**config.mk**
```make
export PLATFORM = sky130hd
export DESIGN_NAME = dmem_arbiter
export DESIGN_NICKNAME = d
export VERILOG_FILES = /design/src/rtl/dmem_arb_pkg.sv /design/src/rtl/arb_prio_starve.sv /design/src/rtl/dmem_arbiter.sv
export SDC_FILE = /design/constraint.sdc
export NUM_CORES = 1
export LEC_CHECK = 0
export CAP_MARGIN = 30
export CORE_AREA = 2 2 117 119
export CTS_CLUSTER_DIAMETER = 80
export DETAILED_ROUTE_END_ITERATION = 12
export DIE_AREA = 0 0 119 121
export PLACE_DENSITY = 0.84
export SLEW_MARGIN = 20
export SYNTH_ARGS = -nofsm -noshare
export SYNTH_HDL_FRONTEND = slang
export SYNTH_SLANG_ARGS = --single-unit
```
**constraint.sdc**
```tcl
create_clock -name clk -period 2.4 [get_ports clk]
set_input_delay 0.72 -clock clk [delete_from_list [all_inputs] [get_ports clk]]
set_output_delay 0.72 -clock clk [all_outputs]
set_load 0.05 [all_outputs]
```
**src/rtl/dmem_arb_pkg.sv**
```systemverilog
// Shared definitions for the data-memory arbiter: owner encodings and defaults.
package dmem_arb_pkg;

  typedef enum logic [1:0] {
    OWN_NONE = 2'b00,
    OWN_CPU  = 2'b01,
    OWN_DBG  = 2'b10
  } owner_t;

  localparam int DEF_AW = 32;
  localparam int DEF_DW = 32;

  // Wide enough for the largest allowed MAX_CPU_RUN (15).
  localparam int RUN_W = 4;

endpackage

```
**src/rtl/arb_prio_starve.sv**
```systemverilog
// Two-way winner select: cpu has priority, but dbg is guaranteed a slot after
// MAX_CPU_RUN consecutive cpu grants taken while dbg was waiting.
module arb_prio_starve
  import dmem_arb_pkg::*;
#(
  parameter int MAX_CPU_RUN = 4
) (
  input  logic clk,
  input  logic reset,
  input  logic cpu_req,
  input  logic dbg_req,
  output logic cpu_win,
  output logic dbg_win
);

  localparam logic [RUN_W-1:0] RUN_MAX = RUN_W'(MAX_CPU_RUN);

  logic [RUN_W-1:0] run_cnt;
  logic             starved;

  // Winner of this cycle; both wins are held low while reset is asserted.
  always_comb begin
    starved = (run_cnt == RUN_MAX);
    dbg_win = reset & dbg_req & (~cpu_req | starved);
    cpu_win = reset & cpu_req & ~dbg_win;
  end

  // Count cpu grants taken over a waiting dbg; any dbg grant or idle dbg clears it.
  always_ff @(posedge clk or negedge reset) begin
    if (!reset) begin
      run_cnt <= '0;
    end else if (dbg_win || !dbg_req) begin
      run_cnt <= '0;
    end else if (cpu_win && (run_cnt != RUN_MAX)) begin
      run_cnt <= run_cnt + 1'b1;
    end
  end

endmodule

```
**src/rtl/dmem_arbiter.sv**
```systemverilog
// Shares the single dmem port between the mips core (cpu) and a debug master
// (dbg). One access per cycle; read data comes back registered one cycle later.
module dmem_arbiter
  import dmem_arb_pkg::*;
#(
  parameter int AW          = DEF_AW,
  parameter int DW          = DEF_DW,
  parameter int MAX_CPU_RUN = 4
) (
  input  logic          clk,
  input  logic          reset,
  input  logic          cpu_req,
  input  logic          cpu_we,
  input  logic [AW-1:0] cpu_addr,
  input  logic [DW-1:0] cpu_wdata,
  output logic          cpu_gnt,
  output logic          cpu_rvalid,
  output logic [DW-1:0] cpu_rdata,
  input  logic          dbg_req,
  input  logic          dbg_we,
  input  logic [AW-1:0] dbg_addr,
  input  logic [DW-1:0] dbg_wdata,
  output logic          dbg_gnt,
  output logic          dbg_rvalid,
  output logic [DW-1:0] dbg_rdata,
  output logic          mem_we,
  output logic [AW-1:0] mem_addr,
  output logic [DW-1:0] mem_wdata,
  input  logic [DW-1:0] mem_rdata,
  output logic [1:0]    owner
);

  logic          cpu_win;
  logic          dbg_win;
  owner_t        own_q;
  logic          cpu_rvld_p1;
  logic          dbg_rvld_p1;
  logic [DW-1:0] cpu_rdata_p1;
  logic [DW-1:0] dbg_rdata_p1;

  arb_prio_starve #(
    .MAX_CPU_RUN(MAX_CPU_RUN)
  ) u_arb (
    .clk     (clk),
    .reset   (reset),
    .cpu_req (cpu_req),
    .dbg_req (dbg_req),
    .cpu_win (cpu_win),
    .dbg_win (dbg_win)
  );

  assign cpu_gnt = cpu_win;
  assign dbg_gnt = dbg_win;

  // Route the winner onto the memory port; an idle port drives all zeros.
  always_comb begin
    mem_we    = 1'b0;
    mem_addr  = '0;
    mem_wdata = '0;
    if (cpu_win) begin
      mem_we    = cpu_we;
      mem_addr  = cpu_addr;
      mem_wdata = cpu_wdata;
    end else if (dbg_win) begin
      mem_we    = dbg_we;
      mem_addr  = dbg_addr;
      mem_wdata = dbg_wdata;
    end
  end

  // Owner state: remembers who used the port last cycle, IDLE when nobody did.
  always_ff @(posedge clk or negedge reset) begin
    if (!reset) begin
      own_q <= OWN_NONE;
    end else if (cpu_win) begin
      own_q <= OWN_CPU;
    end else if (dbg_win) begin
      own_q <= OWN_DBG;
    end else begin
      own_q <= OWN_NONE;
    end
  end

  assign owner = own_q;

  // Stage p0 -> p1: capture read data of a granted read; rdata holds until the next one.
  always_ff @(posedge clk or negedge reset) begin
    if (!reset) begin
      cpu_rvld_p1  <= 1'b0;
      dbg_rvld_p1  <= 1'b0;
      cpu_rdata_p1 <= '0;
      dbg_rdata_p1 <= '0;
    end else begin
      cpu_rvld_p1 <= cpu_win & ~cpu_we;
      dbg_rvld_p1 <= dbg_win & ~dbg_we;
      if (cpu_win && !cpu_we) begin
        cpu_rdata_p1 <= mem_rdata;
      end
      if (dbg_win && !dbg_we) begin
        dbg_rdata_p1 <= mem_rdata;
      end
    end
  end

  assign cpu_rvalid = cpu_rvld_p1;
  assign dbg_rvalid = dbg_rvld_p1;
  assign cpu_rdata  = cpu_rdata_p1;
  assign dbg_rdata  = dbg_rdata_p1;

endmodule

```
==> impl_metrics.py, run 1 <==
metrics = {
    "placed_design": {
        "placed_cell_area_mm2": 0.00817,
        "dp_hpwl_um": 12500,
        "port_buffers": 300,
        "place_congestion": 0.867,
    },
    "yosys": {
        "yosysTopAreaCellShare": 0.509,
        "yosys_register_bits": 72,
        "ys_warn_count": 0,
        "synth_top_area_cell": "dfrtp_1",
        "synth_nets": 420,
        "syn_area_per_cell_um2": 14.0,
        "synth_top_flop_cell": "dfrtp_1",
        "syn-cell-area_mm2": 0.00354,
        "synthTopCellsByCount": "dfrtp_1 (72), a22o_1 (65), mux2_2 (43)",
        "yosysMostFrequentCell": "dfrtp_1",
        "synthArstFlopShare": 1.00,
        "synthCells": 252,
        "synthTopCellsByArea": "dfrtp_1 (51%), a22o_1 (16%), mux2_2 (14%)",
        "synth_edf_count": 0,
        "ys_seq_area_frac": 0.509,
        "synth_cell_types": 26,
    },
    "grt": {
        "grt_pass1_vias": 4152,
        "grt_overflow": 0,
        "grt_usage": 0.228,
        "met3_usage": 0.0714,
        "grtUsageMet2": 0.405,
        "grt_max_degree": 80,
        "grt_pass1_wl_um": 25000,
        "antenna_found_initial": 0,
        "grt_busiest_layer": "met2",
        "grt_use_met1": 0.255,
    },
    "worst_setup_path": {
        "startpoint_type": "flip-flop",
        "critPathKind": "flip-flop to output port",
        "cpMaxStageDelayCell": "dfrtp_1",
        "crit_chain": "inv_2, ha_4, and3b_2, a21oi_4, buf_12, buf_12, a22o_4, buf_12",
        "cp-end-kind": "output port",
        "cp_data_required_time_ns": 1.68,
        "cp_common_cell": "buf_12",
        "crit_arrival_ns": 2.04,
        "path_max_fanout": 15,
        "max_stage_delay_ns": 0.36,
    },
    "sta": {
        "drv_slew": 0,
        "worst_slew_pin_slew_ns": 0.564,
        "period_needed_ns": 2.76,
        "final.setup_skew_ns": 0.00437,
        "hold_viol": 0,
        "rsz0062_at_grt": "true",
        "setup_ws_ns": -0.360,
        "max_freq_ghz": 0.362,
        "setup_viol": 67,
        "fin_crit_sh": 1.15,
        "slew-limit-headroom": 0.623,
    },
    "cells_and_area": {
        "n_antenna_cell": 0,
        "area_delta_synth_final_pct": 151,
        "fillerInstances": 849,
        "fin_nets": 767,
        "final_area_mm2": 0.00889,
        "drive_gt1_frac": 0.460,
    },
    "drt": {
        "dr.pass1.iters": 4,
        "drtAntennaViolNets": 0,
        "drc": 0,
        "vias_per_cell": 4.79,
        "wl_um": 17100,
        "vias": 3733,
        "drt_first_iter_violations": 144,
        "wl_per_cell_um": 21.9,
    },
    "clock_tree": {
        "tritoncts": "done",
        "cts-root-buf": "clkbuf_16",
        "htree_levels": 3,
        "clock_latency_ns": 0.32,
        "clockBufferDepth": 2,
        "clkTransAtPathRegs_ns": 0.05,
        "cts_sinks": 72,
        "cts_made_buffers": 9,
    },
    "pwr": {
        "p_switching_mw": 2.16,
        "p_int_mw": 3.42,
        "p_seq_frac": 0.281,
        "finalPower_mw": 5.57,
        "p_sw_frac": 0.387,
        "cellLeakagePower_nw": 3.83,
        "power_density_mw_per_mm2": 627,
        "vdd_ir_drop_max_uv": 679,
        "power.share.combinational": 0.507,
        "p_clk_frac": 0.213,
    },
    "floorplanning": {
        "num_io_pins": 301,
        "row_count": 42,
        "die_x_um": 119,
        "initial_core_util": 0.270,
        "fp.dieH_um": 121,
        "die_area_mm2": 0.0144,
        "coreArea_mm2": 0.0131,
    },
    "run_status": {
        "outcome": "complete, but fails checks",
        "violations": "setup timing",
    },
    "flow_run": {
        "drv_cap": 0,
    },
    "min_path": {
        "hp-class": "input pin to asynchronous set/reset pin",
    },
}
-- registers in the layout (all words and copies together) (netlist names) --
register       flops
cpu_rdata         32
dbg_rdata         32
u_arb.run_cnt      4
owner              2
cpu_rvalid         1
dbg_rvalid         1
-- critical path, delay by kind of cell, from the launching register on --
| family | cells | cell delay, ns |
|---|---|---|
| and+or+nand+nor | 1 | 0.24 |
| buffers and inverters | 4 | 0.55 |
| AOI/OAI and AO/OA | 2 | 0.39 |
| DFF | 1 | 0.36 |
| adders and majority gates | 1 | 0.17 |
-- power groups by stage --
| stage | clock [mW] | combinational [mW] | sequential, mW |
|---|---|---|---|
| 2_1_floorplan | 0 | 0.715 | 2.37 |
| 3_3_place_gp | 0 | 2.72 | 1.57 |
| 3_5_place_dp | 0 | 2.75 | 1.58 |
| 4_1_cts | 1.21 | 2.83 | 1.57 |
| 5_1_grt | 1.27 | 2.91 | 1.60 |
| 6_report | 1.19 | 2.82 | 1.56 |
-- logic make-up (layout without fill, tap and decap cells) --
kind of cell / count (synthesis) / in the layout / share of synthesized area
compound gates: 75 / 75 / 0.187
buf+inv: 25 / 377 / 0.0435
fa+ha+maj: 2 / 2 / 0.00707
mux: 64 / 64 / 0.224
simple gates: 14 / 14 / 0.0294
flops: 72 / 72 / 0.509
-- worst paths after layout --
kind	endpoint	slack [ns]	from	cells after the start
min	dbg_rdata[19]$_DFFE_PN0P_	0.46	reset	2
max reg2reg	dbg_rdata[15]$_DFFE_PN0P_	0.22	u_arb.run_cnt[0]$_DFFE_PN0P_	9
min in group clk	dbg_rdata[17]$_DFFE_PN0P_	0.50	dbg_rdata[17]$_DFFE_PN0P_	1
max	mem_wdata[15]	-0.36	u_arb.run_cnt[0]$_DFFE_PN0P_	8
min reg2reg	dbg_rdata[17]$_DFFE_PN0P_	0.50	dbg_rdata[17]$_DFFE_PN0P_	1
max in group asynchronous	dbg_rdata[6]$_DFFE_PN0P_	1.39	reset	3
-- what timing repair did --
item                                   in CTS  in global routing
buffers inserted                           15                  4
resized for setup                          22                  3
pin swaps                                  18                  8
cloned                                      7                  3
endpoints found under the hold margin       0                  0
hold buffers                                0                  0
setup endpoints to repair                  67                 67
-- metrics by stage --
stage / utilization / hold slack [ns] / TNS, ns / std cells / setup slack [ns]
global placement: 0.624 / 0.466 / -36.29 / 737 / -0.498
CTS: 0.674 / 0.504 / -19.20 / 775 / -0.331
global route: 0.680 / 0.475 / -26.42 / 780 / -0.430
floorplan: - / 0.424 / 0 / 252 / 0.0175
detailed placement: 0.624 / 0.491 / -39.32 / 737 / -0.508
finish: 0.680 / 0.464 / -21.92 / 780 / -0.360
-- final cells by class --
type                       instances  area, µm²  share of cell area
clock buffer                      11        233              0.0262
timing repair buffer             358       4430               0.498
multi-input combinational        155       2170               0.244
tap                              176        220              0.0248
sequential                        72       1800               0.203
inverter                           3       11.3             0.00127
clock inverter                     5       32.5             0.00366
-- cell usage in the layout, fill, tap and decap left out, drive strengths merged --
master,synthesis,routed
dfrtp,72,72
or2b,1,1
a211oi,2,2
a21oi,3,3
a22o,65,65
nand3,1,1
mux2,64,64
nor2b,1,1
nand2,4,4
nand3b,1,1
nand4b,3,3
o31ai,1,1
clkdlybuf4s50,0,230
buf,18,123
dlygate4sd2,0,2
or3,1,1
a31oi,2,2
clkbuf,4,14
inv,3,4
ha,2,2
clkinv,0,4
nor4,1,1
o31a,1,1
o32ai,1,1
and3b,1,1
-- per-layer routing --
layer	part of all wire	vias up	wire, µm
met4	0.033	0	560
met5	0	-	0
met3	0.073	35	1240
met2	0.52	182	8880
li1	-	1676	-
met1	0.37	1840	6360
Note: power is estimated with default switching activity, not from simulation.
==> run 2, diff against run 1 <==
- CORE_AREA: 2 2 117 119 -> unset
- CORE_MARGIN: unset -> 10
- CORE_UTILIZATION: unset -> 29
- DIE_AREA: 0 0 119 121 -> unset
- PLACE_DENSITY: 0.84 -> 0.88
==> impl_metrics.py, run 2 (synthesis results as in run 1) <==
metrics = {
    "run_status": {
        "outcome": "complete, but fails checks",
        "violations": "setup timing",
    },
    "cells_and_area": {
        "fin_nets": 755,
        "drive_gt1_frac": 0.454,
        "final_util": 0.726,
        "area_delta_synth_final_pct": 145,
        "fillerInstances": 750,
        "ff_latch_area_mm2": 0.00180,
        "final_common_cell": "clkdlybuf4s50_1",
        "stdcell_count": 740,
        "multi_input_area_mm2": 0.00219,
        "mostFrequentLayoutCells": "clkdlybuf4s50_1 (228), buf_12 (73), dfrtp_1 (72)",
    },
    "drt": {
        "wl_per_cell_um": 26.5,
        "vias_per_cell": 4.90,
        "drt_first_iter_violations": 125,
        "dr.pass1.iters": 4,
        "drtAntennaViolNets": 0,
        "wl_um": 19600,
        "vias": 3628,
        "drc": 0,
    },
    "pwr": {
        "power.share.combinational": 0.502,
        "p_seq_frac": 0.281,
        "p_sw_frac": 0.393,
        "p_clk_frac": 0.217,
        "cellLeakagePower_nw": 3.74,
        "vdd_ir_drop_max_uv": 641,
        "p_switching_mw": 2.20,
        "p_int_mw": 3.39,
        "power_density_mw_per_mm2": 645,
        "finalPower_mw": 5.60,
    },
    "clock_tree": {
        "clkTransAtPathRegs_ns": 0.06,
        "cts_sinks": 72,
        "htree_levels": 3,
        "cts_hold_buf": 0,
        "cts_made_buffers": 9,
        "clockBufferDepth": 2,
        "tritoncts": "done",
        "clock_latency_ns": 0.33,
        "cts-root-buf": "clkbuf_16",
    },
    "grt": {
        "grt_max_degree": 70,
        "antenna_found_initial": 0,
        "grt_pass1_wl_um": 27400,
        "grt_pass1_vias": 4195,
        "grt_overflow": 0,
        "grt_usage": 0.218,
    },
    "worst_setup_path": {
        "cp-end-kind": "output port",
        "critPathKind": "flip-flop to output port",
        "crit_chain": "inv_2, ha_4, and3b_2, a21oi_4, buf_6, buf_12, a22o_4, buf_12",
        "crit_arrival_ns": 1.99,
        "path_max_fanout": 8,
        "max_stage_delay_ns": 0.36,
        "cp_data_required_time_ns": 1.68,
        "startpoint_type": "flip-flop",
        "cpMaxStageDelayCell": "dfrtp_1",
        "cp_top_family": "buffers and inverters",
        "cp_common_cell": "buf_12",
        "critPathBufInv": 4,
    },
    "placed_design": {
        "dp_slack_ns": -0.580,
        "port_buffers": 300,
        "dp_hpwl_um": 15500,
        "placed_cells": 711,
        "place_congestion": 0.872,
    },
    "floorplanning": {
        "initial_core_util": 0.296,
        "fp.dieH_um": 130,
        "die_area_mm2": 0.0170,
        "row_count": 40,
        "die_x_um": 130,
        "coreArea_mm2": 0.0120,
        "num_io_pins": 301,
    },
    "sta": {
        "fin_crit_sh": 1.13,
        "final.setup_skew_ns": 0.00970,
        "rsz0062_at_grt": "true",
        "worst_slew_pin_slew_ns": 0.888,
        "slew-limit-headroom": 0.408,
        "hold_viol": 0,
        "max_freq_ghz": 0.369,
        "setup_viol": 67,
        "drv_slew": 0,
        "setup_ws_ns": -0.309,
        "final.setup.tns_ns": -18.41,
        "period_needed_ns": 2.71,
    },
    "min_path": {
        "hp-class": "input pin to asynchronous set/reset pin",
    },
    "flow_run": {
        "drv_cap": 0,
    },
}
[run 2: layout make-up]
cell class,count,area share
flip-flops and latches,72,0.208
clock inverters,6,0.00490
diodes,1,0.000288
clock buffers,10,0.0264
inverters,3,0.00130
multi-input cells,155,0.252
repair buffers,346,0.486
well taps,147,0.0212
[run 2: worst paths after layout]
path                                                    from                      endpoint  slack (ns)  cells after the start
worst max-delay path            u_arb.run_cnt[1]$_DFFE_PN0P_                  mem_addr[10]       -0.31                      8
worst min-delay path                                   reset  u_arb.run_cnt[3]$_DFFE_PN0P_        0.36                      2
worst max register to register  u_arb.run_cnt[1]$_DFFE_PN0P_     dbg_rdata[27]$_DFFE_PN0P_        0.13                     10
worst min register to register     dbg_rdata[15]$_DFFE_PN0P_     dbg_rdata[15]$_DFFE_PN0P_        0.49                      1
max in group asynchronous                              reset     dbg_rdata[26]$_DFFE_PN0P_        0.97                      3
min in group clk                   dbg_rdata[15]$_DFFE_PN0P_     dbg_rdata[15]$_DFFE_PN0P_        0.49                      1
[run 2: through the flow]
step / hold slack [ns] / area, µm²
2_1_floorplan: 0.424 / 4170
3_5_place_dp: 0.479 / 8140
5_1_grt: 0.347 / 8680
6_report: 0.358 / 8680
4_1_cts: 0.343 / 8640
3_3_place_gp: 0.470 / 8140
[run 2: power groups by stage]
stage               clock network (mW)  logic (mW)  registers (mW)
floorplan                            0       0.715            2.37
global placement                     0        2.74            1.57
detailed placement                   0        2.78            1.59
CTS                               1.25        2.83            1.57
global route                      1.31        2.90            1.60
finish                            1.21        2.81            1.57
[run 2: metal layers]
layer,global-route usage,wire (µm),up-vias
met2,0.407,10600,182
met4,0.0909,713,0
met3,0.0822,1820,32
met5,0,0,-
met1,0.209,6450,1770
li1,-,-,1644
[run 2: timing repair]
| item | 4_1_cts | 5_1_grt |
|---|---|---|
| endpoints found under the hold margin | 0 | 0 |
| setup endpoints to repair | 67 | 67 |
| setup buffers | 8 | 2 |
| pin swaps | 2 | 3 |
| resized for setup | 30 | 4 |
| gates cloned | 2 | 1 |
